**src/rtl/spi_minion_pkg.sv**
```systemverilog
// Shared types and default sizing for the SPI minion front-end.
package spi_minion_pkg;
  typedef enum logic {IDLE = 1'b0, ACTIVE = 1'b1} state_t;
  localparam int DEF_NBITS       = 32;
  localparam int DEF_SYNC_STAGES = 2;
endpackage

```
**src/rtl/spi_pad_sync.sv**
```systemverilog
// Pad-bit synchronizer with edge pulses derived from the last stage and one delayed copy.
module spi_pad_sync #(
  parameter int   SYNC_STAGES = 2,
  parameter logic RST_VAL     = 1'b0
) (
  input  logic clk,
  input  logic reset,
  input  logic i_pad,
  output logic o_lvl,
  output logic o_rise,
  output logic o_fall
);
  logic [SYNC_STAGES-1:0] r_sync;
  logic                   r_dly;

  always_ff @(posedge clk or posedge reset) begin
    if (reset) begin
      r_sync <= {SYNC_STAGES{RST_VAL}};
      r_dly  <= RST_VAL;
    end else begin
      r_sync <= {r_sync[SYNC_STAGES-2:0], i_pad};
      r_dly  <= r_sync[SYNC_STAGES-1];
    end
  end

  assign o_lvl  = r_sync[SYNC_STAGES-1];
  assign o_rise = o_lvl & ~r_dly;
  assign o_fall = ~o_lvl & r_dly;
endmodule

```
**src/rtl/spi_minion_frontend.sv**
```systemverilog
// SPI mode-0 minion: pad sync, frame deserializer to a one-entry val/rdy buffer, miso serializer.
// Optional macro SPI_MINION_PARITY_EN adds parity_o over the buffered word.
module spi_minion_frontend
  import spi_minion_pkg::*;
#(
  parameter int NBITS       = DEF_NBITS,
  parameter int SYNC_STAGES = DEF_SYNC_STAGES
) (
  input  logic             clk,
  input  logic             reset,
  input  logic             spi_cs,
  input  logic             spi_sclk,
  input  logic             spi_mosi,
  output logic             spi_miso,
  output logic             spi_miso_oeb,
  output logic [NBITS-1:0] recv_msg,
  output logic             recv_val,
  input  logic             recv_rdy,
  input  logic [NBITS-1:0] send_msg,
  input  logic             send_val,
  output logic             send_rdy,
  output logic             overflow,
  output logic             frame_err
`ifdef SPI_MINION_PARITY_EN
  ,output logic            parity_o
`endif
);
  localparam int CW = $clog2(NBITS + 2);

  logic w_cs_lvl, w_cs_rise, w_cs_fall;
  logic w_sclk_lvl, w_sclk_rise, w_sclk_fall;
  logic w_mosi, w_mosi_rise, w_mosi_fall;
  logic w_unused;
  assign w_unused = ^{w_sclk_lvl, w_mosi_rise, w_mosi_fall};

  spi_pad_sync #(.SYNC_STAGES(SYNC_STAGES), .RST_VAL(1'b1)) u_cs (
    .clk(clk), .reset(reset), .i_pad(spi_cs),
    .o_lvl(w_cs_lvl), .o_rise(w_cs_rise), .o_fall(w_cs_fall));
  spi_pad_sync #(.SYNC_STAGES(SYNC_STAGES), .RST_VAL(1'b0)) u_sclk (
    .clk(clk), .reset(reset), .i_pad(spi_sclk),
    .o_lvl(w_sclk_lvl), .o_rise(w_sclk_rise), .o_fall(w_sclk_fall));
  spi_pad_sync #(.SYNC_STAGES(SYNC_STAGES), .RST_VAL(1'b0)) u_mosi (
    .clk(clk), .reset(reset), .i_pad(spi_mosi),
    .o_lvl(w_mosi), .o_rise(w_mosi_rise), .o_fall(w_mosi_fall));

  state_t           r_state, w_next;
  logic [CW-1:0]    r_cnt;
  logic [NBITS-1:0] r_tx, r_rx, r_msg;
  logic             r_val, r_end, r_ovf, r_ferr, r_armed;
  logic [SYNC_STAGES:0] r_flush;
  logic             w_start;

  // A low cs seen right after reset is the synchronizer leaving its reset value,
  // not a real select; only accept cs_fall once cs has been observed high.
  always_ff @(posedge clk or posedge reset) begin
    if (reset) begin
      r_flush <= '0;
      r_armed <= 1'b0;
    end else begin
      r_flush <= {r_flush[SYNC_STAGES-1:0], 1'b1};
      r_armed <= r_armed | (r_flush[SYNC_STAGES] & w_cs_lvl);
    end
  end

  always_ff @(posedge clk or posedge reset) begin
    if (reset) r_state <= IDLE;
    else       r_state <= w_next;
  end

  always_comb begin
    w_next       = r_state;
    w_start      = 1'b0;
    spi_miso     = 1'b0;
    spi_miso_oeb = 1'b1;
    case (r_state)
      IDLE: if (w_cs_fall && r_armed) begin
        w_next  = ACTIVE;
        w_start = 1'b1;
      end
      ACTIVE: begin
        spi_miso     = r_tx[NBITS-1];
        spi_miso_oeb = 1'b0;
        if (w_cs_rise) w_next = IDLE;
      end
      default: w_next = IDLE;
    endcase
  end

  assign send_rdy = w_start & send_val;

  always_ff @(posedge clk or posedge reset) begin
    if (reset) begin
      r_cnt <= '0;
      r_tx  <= '0;
      r_rx  <= '0;
      r_end <= 1'b0;
    end else begin
      r_end <= 1'b0;
      if (w_start) begin
        r_cnt <= '0;
        r_tx  <= send_val ? send_msg : '0;
      end else if (r_state == ACTIVE && w_cs_rise) begin
        r_end <= 1'b1;
      end else if (r_state == ACTIVE) begin
        if (w_sclk_rise) begin
          r_rx <= {r_rx[NBITS-2:0], w_mosi};
          if (r_cnt != CW'(NBITS + 1)) r_cnt <= r_cnt + 1'b1;
        end
        if (w_sclk_fall) r_tx <= {r_tx[NBITS-2:0], 1'b0};
      end
    end
  end

  // Frame end is resolved one cycle after cs_rise; a same-cycle dequeue frees the slot.
  always_ff @(posedge clk or posedge reset) begin
    if (reset) begin
      r_msg  <= '0;
      r_val  <= 1'b0;
      r_ovf  <= 1'b0;
      r_ferr <= 1'b0;
    end else begin
      r_ovf  <= 1'b0;
      r_ferr <= 1'b0;
      if (r_val && recv_rdy) r_val <= 1'b0;
      if (r_end) begin
        if (r_cnt != CW'(NBITS)) r_ferr <= 1'b1;
        else if (!r_val || recv_rdy) begin
          r_msg <= r_rx;
          r_val <= 1'b1;
        end else r_ovf <= 1'b1;
      end
    end
  end

  assign recv_msg  = r_msg;
  assign recv_val  = r_val;
  assign overflow  = r_ovf;
  assign frame_err = r_ferr;

`ifdef SPI_MINION_PARITY_EN
  logic r_par;
  always_ff @(posedge clk or posedge reset) begin
    if (reset) r_par <= 1'b0;
    else if (r_end && r_cnt == CW'(NBITS) && (!r_val || recv_rdy)) r_par <= ^r_rx;
  end
  assign parity_o = r_par;
`endif
endmodule

```
**config.mk**
```make
export PLATFORM = sky130hd
export DESIGN_NAME = spi_minion_frontend
export DESIGN_NICKNAME = d
export VERILOG_FILES = /design/src/rtl/spi_minion_pkg.sv /design/src/rtl/spi_pad_sync.sv /design/src/rtl/spi_minion_frontend.sv
export SDC_FILE = /design/constraint.sdc
export NUM_CORES = 1
export LEC_CHECK = 0
export CAP_MARGIN = 25
export CORE_MARGIN = 1.5
export CORE_UTILIZATION = 49
export DETAILED_ROUTE_END_ITERATION = 10
export PLACE_DENSITY = 0.78
export SYNTH_ARGS = -nofsm -noshare
export SYNTH_HDL_FRONTEND = slang
export SYNTH_SLANG_ARGS = --single-unit
```
**constraint.sdc**
```tcl
create_clock -name clk -period 3.9 [get_ports clk]
set_clock_uncertainty 0.1 [all_clocks]
set_input_delay 0.78 -clock clk [delete_from_list [all_inputs] [get_ports clk]]
set_output_delay 0.78 -clock clk [all_outputs]
set_load 0.005 [all_outputs]
```
After elaboration in Yosys (flattened, before gate mapping)
Cells that the tools add are included.
{ "word_totals": {"input_bits": 39, "reg_bits": 119, "elab_cells": 75, "output_inout_bits": 38} }
{ "classes": {"mux": 27, "eq_ne": 3, "n_reduce_logical": 13, "addsub": 1, "n_bitwise": 15} }
{ "ops": {"columns": ["op", "count"], "rows": [
  ["$mux W32", 5],
  ["$mux W6", 5],
  ["$mux W1", 16],
  ["$ne A6 B6 Y1 const B", 2],
  ["$not A1 Y1", 8],
  ["$reduce_and A4 Y1", 2],
  ["$reduce_bool A2 Y1", 4],
  ["$add A6 B1 Y6 const B", 1],
  ["$and A1 B1 Y1", 6],
  ["$reduce_and A3 Y1", 2],
  ["$logic_and A1 B1 Y1", 3],
  ["$ne A2 B2 Y1 const B", 1],
  ["$pmux W1 S2", 1],
  ["$logic_not A1 Y1", 1],
  ["$logic_or A1 B1 Y1", 1],
  ["$or A1 B1 Y1", 1]
]} }

Longest topological paths before layout
Gate-level depths: netlist (run 1).
{ "logic_depth": {"depth_word": 7, "ltp_mapped": 6} }

By module
A second synthesis (run 1) with hierarchy kept.
{ "hier_totals": {"hier_cells": 392, "area_unflattened_um2": 4949.7} }
{ "modules_own_cells": {"columns": ["mod", "n_inst", "area_each_um2", "cells_per_inst"], "rows": [
  ["spi_minion_frontend", 1, 4664.5, 374],
  ["spi_pad_sync (u_mosi ...)", 2, 93.8, 6],
  ["spi_pad_sync (u_cs)", 1, 97.6, 6]
]} }

Least setup slack after synthesis (run 1)
No wires, ideal clock.
{ "synth_timing": {"path_type": "register to output", "start": "reg u_cs.r_sync[1]", "end": "out send_rdy", "arrival_time_ns": 1.282, "setup_slack_ns": 1.738, "path_stages_with_launch": 5, "cell_sequence": "dfstp_2 and4bb_2 buf_2 buf_4 and2_1"} }
{ "synth_via": {"elab_chain_len": 6} }
{ "synth_rtl": {"columns": ["item", "line", "text"], "rows": [
  ["start: declaration", "spi_pad_sync.sv:13", "logic [SYNC_STAGES-1:0] r_sync;"],
  ["start signal: assignment", "spi_pad_sync.sv:18", "r_sync <= {SYNC_STAGES{RST_VAL}};"],
  ["start signal: assignment", "spi_pad_sync.sv:21", "r_sync <= {r_sync[SYNC_STAGES-2:0], i_pad};"],
  ["$not A1 Y1", "spi_pad_sync.sv:28", "assign o_fall = ~o_lvl & r_dly;"],
  ["$and A1 B1 Y1", "spi_pad_sync.sv:28", null],
  ["$logic_and A1 B1 Y1", "spi_minion_frontend.sv:76", "IDLE: if (w_cs_fall && r_armed) begin"],
  ["$mux W1", "spi_minion_frontend.sv:76", null],
  ["$mux W1", "spi_minion_frontend.sv:75", "case (r_state)"],
  ["$and A1 B1 Y1", "spi_minion_frontend.sv:89", "assign send_rdy = w_start & send_val;"],
  ["end: declaration", "spi_minion_frontend.sv:21", "output logic send_rdy,"]
]} }
Every way passes these cells.

Final worst setup path (run 1)
{ "layout_timing": {"start": "reg u_cs.r_dly", "end": "out send_rdy"} }
{ "layout_via": {"elab_chain_len": 5} }
{ "layout_rtl": {"columns": ["item", "line", "text"], "rows": [
  ["start: declaration", "spi_pad_sync.sv:14", "logic r_dly;"],
  ["start signal: assignment", "spi_pad_sync.sv:22", "r_dly <= r_sync[SYNC_STAGES-1];"],
  ["$and A1 B1 Y1", "spi_pad_sync.sv:28", null],
  ["$logic_and A1 B1 Y1", "spi_minion_frontend.sv:76", null],
  ["$mux W1", "spi_minion_frontend.sv:76", null],
  ["$mux W1", "spi_minion_frontend.sv:75", null],
  ["$and A1 B1 Y1", "spi_minion_frontend.sv:89", null]
]} }
Every way passes these cells.

==> results.json, run 1 <==
{
  "wirelength_um": 8670,
  "fmax_mhz": 349,
  "drc": 0,
  "antenna_found_initial": 0,
  "outcome": "finished clean",
  "min_period_over_period": 0.736,
  "die-area_sq_um": 11300,
  "synth_most_common_cell": "dfrtp_1",
  "drv_cap": 0,
  "drive_above_1_share": 0.282,
  "path_max_fanout": 5,
  "clk_latency_ps": 500,
  "core_sq_um": 10300,
  "min_path_cells": 0,
  "syn_inst": 363,
  "r2r_start": "u_cs.r_sync[1]",
  "seq_area_sq_um": 2980,
  "nets": 487,
  "crit_family": "flip-flops",
  "ctsHoldBuffers": 0,
  "first_pass_iters": 4,
  "critPathBufInv": 1,
  "critical_path_class": "reg2out",
  "ys.flop_type": "dfrtp_1",
  "synthTopCellsByCount": "dfrtp_1, mux2_2, mux2i_1, mux2_4, nand2_1",
  "dieWidth_um": 106,
  "async_flop_share": 1.00,
  "crit_chain": "and4bb_2, and2_1, clkdlybuf4s50_1",
  "gp_congestion": 0.749,
  "report.final.setup_viol": 0,
  "synthDistinctLibCells": 42,
  "reg2reg_slack_ps": 1290,
  "leakage_nw": 3.15,
  "tns_ps": 0,
  "cts_made_buffers": 17,
  "max_stage_delay_ps": 560,
  "yosysTopAreaCell": "dfrtp_1",
  "grt_pass1_vias": 3228,
  "port_buffers": 76,
  "drtAntennaViolNets": 0,
  "ir_drop_uv": 257,
  "worst_slew_pin_slew_ps": 1020,
  "vias": 2999,
  "diodes": 0,
  "busiest_layer": "met2",
  "clockBufferDepth": 2,
  "dpl.hpwl_um": 5460,
  "min_to": "u_mosi.r_sync[1]",
  "num_rows": 37,
  "synth-seq-cells": 119,
  "min_period_ps": 2870,
  "cp_slowest_cell": "dfstp_2",
  "gr-usage-met3": 0.0441,
  "grt_max_degree": 120,
  "synth_warnings": 0,
  "synth_edf_count": 0,
  "critPathCaptureType": "output pin",
  "cts-resized-gates": 0,
  "start_util": 0.506,
  "cts_sinks": 119,
  "p_per_area_nw_per_um2": 542,
  "hold_violations": 0,
  "syn-cell-area_sq_um": 5230,
  "nFillCells": 782,
  "grt_pass1_wl_um": 15300,
  "maxSlewViolCount": 0,
  "syn-num-nets": 405,
  "cts-root-buf": "clkbuf_8",
  "htreeDepth": 4,
  "required_ps": 3020,
  "cp_data_arrival_time_ps": 1990,
  "num_io_pins": 77,
  "holdCritPathClass": "reg2reg",
  "worst_r2r_endpoint": "r_rx[31]",
  "fin_cells": 594,
  "vias_per_cell": 5.05,
  "wire_per_inst_um": 14.6,
  "ys_seq_area_frac": 0.571,
  "die_y_um": 106,
  "multi_input_area_sq_um": 2020,
  "p_total_mw": 3.61,
  "critPathLaunchType": "flop",
  "use_met1": 0.228,
  "avgSynthCellArea_sq_um": 14.4,
  "grt_usage": 0.170,
  "synth_top_area_frac": 0.555,
  "slew_headroom": 0.320,
  "syn_to_final_growth_pct": 27.5,
  "rsz0062_at_grt": "no",
  "hold_path_startpoint": "u_mosi.r_sync[0]",
  "drt_iter0_markers": 118,
  "cts_tree": "done",
  "post_cts_buffers": 0,
  "r2r_cells": 3,
  "yosys-top-cells-area": "dfrtp_1, mux2_2, mux2i_1, mux2_4, and2_1",
  "dp.cells": 562,
  "clk_pin_slew_worst_paths_ps": 60,
  "grt_overflow": 0,
  "grt_util_met2": 0.270
}
[cell type report]
type,instances,share of cell area
clock buffers,17,0.0622
clock inverters,15,0.0250
inverters,21,0.0124
multi-input cells,205,0.303
flip-flops and latches,119,0.448
well taps,136,0.0255
repair buffers,81,0.125
[per-stage QoR]
| stage | hold WS [ps] | util | worst slack, ps | instance area [sq um] |
|---|---|---|---|---|
| floorplan | 231 | - | 1570 | 5230 |
| global placement | 233 | 0.586 | 814 | 6050 |
| detailed placement | 235 | 0.589 | 1130 | 6080 |
| CTS | 251 | 0.645 | 1010 | 6660 |
| global route | 254 | 0.645 | 952 | 6660 |
| finish | 249 | 0.645 | 1030 | 6660 |
[placed cells by master (no fill, tap or decap), types with 2 or more instances in the layout]
cell type	synthesis	layout
inv_1	20	19
dfrtp_1	116	116
bufinv_16	0	2
buf_4	3	3
nand2b_1	2	2
clkbuf_16	0	16
clkinvlp_4	0	3
inv_6	0	6
mux2_2	50	50
clkdlybuf4s50_1	0	76
ha_1	3	3
clkinv_2	0	2
dfstp_2	3	3
and2_1	18	18
nor2_1	3	3
nand2_1	23	23
nand3_1	2	2
mux2i_1	50	50
mux2_4	30	30
clkinv_4	0	2
[routing by layer]
layer / vias up / routed length [um]
met5: - / 0
met4: 0 / 86
met3: 8 / 377
met2: 76 / 4140
met1: 1493 / 4070
li1: 1422 / -
[worst max path at each step]
stage                from            to  slack [ps]  cells past startpoint
2_1_floorplan       reset     frame_err        1570                      1
3_5_place_dp     send_val      send_rdy        1130                      3
6_report       u_cs.r_dly      send_rdy        1030                      3
5_1_grt        u_cs.r_dly      send_rdy         950                      3
4_1_cts        u_cs.r_dly      send_rdy        1010                      3
3_3_place_gp     recv_rdy  recv_msg[15]         810                      4
[state kept, by name (all words and copies together) (netlist names), 2 cells and up]
signal	cells
r_cnt	6
r_flush	3
r_rx	32
r_tx	32
recv_msg	32
u_cs.r_sync	2
u_mosi.r_sync	2
u_sclk.r_sync	2
[power breakdown]
group | internal, mW | switching (mW)
clock | 0.924 | 0.602
sequential | 1.45 | 0.112
combinational | 0.298 | 0.228
[logic make-up after synthesis]
logic type	Yosys count	synth area share
simple gates	61	0.0687
other cells	1	0.000718
buf+inv	39	0.0440
mux	131	0.292
flops	119	0.571
compound gates	9	0.0170
fa+ha+maj	3	0.00718
Power figures use the tool's default switching activity.
==> run 2, diff against run 1 <==
Clock period 3.9 ns to 2.4 ns, I/O delays scaled along.
==> run 2 against run 1 <==
  * Core utilization rose by 0.47 points
  * Via count rose by 1.1%
  * Total power rose by 60%
  * Wire length rose by 4.3%
  * Combinational power rose by 68%
  * Clock-buffer cell count did not move
  * Hold slack got worse by 3.1 ps
  * Setup slack got worse by 930 ps
  * Sequential cell count did not move
  * First-iteration DRC count fell by 14%
  * Die area did not move
  * Largest power group unchanged
  * Highest routed layer unchanged
==> results.json, run 2 (synthesized netlist as in run 1, its figures left out) <==
{
  "critPathCaptureType": "output pin",
  "worst_slew_pin_slew_ps": 527,
  "grt_usage": 0.175,
  "placed_area_sq_um": 6140,
  "drt_iter0_markers": 102,
  "num_rows": 37,
  "syn_to_final_growth_pct": 28.4,
  "start_util": 0.506,
  "die_y_um": 106,
  "drive_above_1_share": 0.297,
  "grt_overflow": 0,
  "clockBufferDepth": 2,
  "holdCritPathClass": "in2async",
  "fmax_mhz": 434,
  "outcome": "finished clean",
  "port_buffers": 76,
  "slew_headroom": 0.649,
  "cts-root-buf": "clkbuf_8",
  "drv_cap": 0,
  "drc": 0,
  "p_total_mw": 5.78,
  "clk_latency_ps": 510,
  "tns_ps": 0,
  "design_area_sq_um": 6710,
  "drtAntennaViolNets": 0,
  "min_period_ps": 2300,
  "fin_ws_ps": 97.6,
  "grt_pass1_vias": 3116,
  "grt_max_degree": 42,
  "die-area_sq_um": 11300,
  "diodes": 0,
  "vias": 3031,
  "wire_per_inst_um": 15.1,
  "cp_data_arrival_time_ps": 1720,
  "min_period_over_period": 0.959,
  "layout_common_cells": "dfrtp_1, clkdlybuf4s50_1, mux2i_1, mux2_2, mux2_4",
  "cts_made_buffers": 17,
  "post-route-util": 0.650,
  "rsz0062_at_grt": "no",
  "hold_violations": 0,
  "grt_pass1_wl_um": 15300,
  "required_ps": 1820,
  "report.final.setup_viol": 0,
  "antenna_found_initial": 0,
  "p_per_area_nw_per_um2": 862,
  "preCtsSetupSlack_ps": 236,
  "nets": 494,
  "critPathLaunchType": "flop",
  "critical_path_class": "reg2out",
  "maxSlewViolCount": 0,
  "cts_tree": "done",
  "leakage_nw": 3.18,
  "path_max_fanout": 2,
  "vias_per_cell": 5.04,
  "clk_pin_slew_worst_paths_ps": 60,
  "cts_sinks": 119,
  "gp_congestion": 0.755,
  "core_sq_um": 10300,
  "ir_drop_uv": 477,
  "dieWidth_um": 106,
  "wirelength_um": 9050,
  "num_io_pins": 77,
  "mostFrequentLayoutCell": "dfrtp_1",
  "dpl.hpwl_um": 5900,
  "first_pass_iters": 4,
  "htreeDepth": 4
}
==> run 2: power by group <==
group / leakage, nW / total [mW] / internal, mW / switching, mW
Clock: 0.270 / 2.36 / 1.39 / 0.970
Sequential: 1.56 / 2.54 / 2.35 / 0.186
Combinational: 1.36 / 0.884 / 0.495 / 0.389
Total: 3.18 / 5.78 / 4.24 / 1.54
==> run 2: per-layer routing <==
| metal | vias up | wire (um) | global-route usage |
|---|---|---|---|
| li1 | 1425 | - | - |
| met1 | 1515 | 4140 | 0.225 |
| met2 | 79 | 4420 | 0.278 |
| met3 | 12 | 389 | 0.0546 |
| met4 | 0 | 99 | 0.0637 |
| met5 | - | 0 | 0 |
==> run 2: what timing repair did <==
action / 4_1_cts / 5_1_grt
hold buffers: 0 / 0
setup endpoints to repair: 1 / 0
resized for setup: 3 / 0
setup buffers: 2 / 0
==> run 2: final cells by class <==
class,count,area (sq um)
repair buffers,88,900
well taps,136,170
fillers,772,3610
multi-input cells,205,2020
clock buffers,17,414
flip-flops and latches,119,2980
clock inverters,15,143
inverters,21,82.6
==> run 2: worst max-delay path, stage by stage (launching register included) <==
cell and delay, ps:
dfstp_2 530, and4bb_2 270, and2_4 160, dlygate4sd2_1 250
==> run 2: path summary, 6_finish.rpt <==
| check | from | to | slack [ps] | depth (start not counted) |
|---|---|---|---|---|
| worst max register to register | u_cs.r_dly | r_tx[5] | 240 | 5 |
| worst max-delay path | u_cs.r_sync[1] | send_rdy | 100 | 3 |
| min in group clk | r_flush[1] | r_flush[2] | 250 | 0 |
| max in group asynchronous | reset | u_cs.r_dly | 1320 | 3 |
| worst min register to register | r_flush[1] | r_flush[2] | 250 | 0 |
| worst min-delay path | reset | recv_msg[15] | 250 | 2 |
==> run 2: metrics by stage <==
stage / hold WS [ps] / std cells
after floorplan: 231 / 363
after global placement: 234 / 567
after detailed placement: 236 / 567
after CTS: 240 / 601
after global routing: 259 / 601
final: 246 / 601
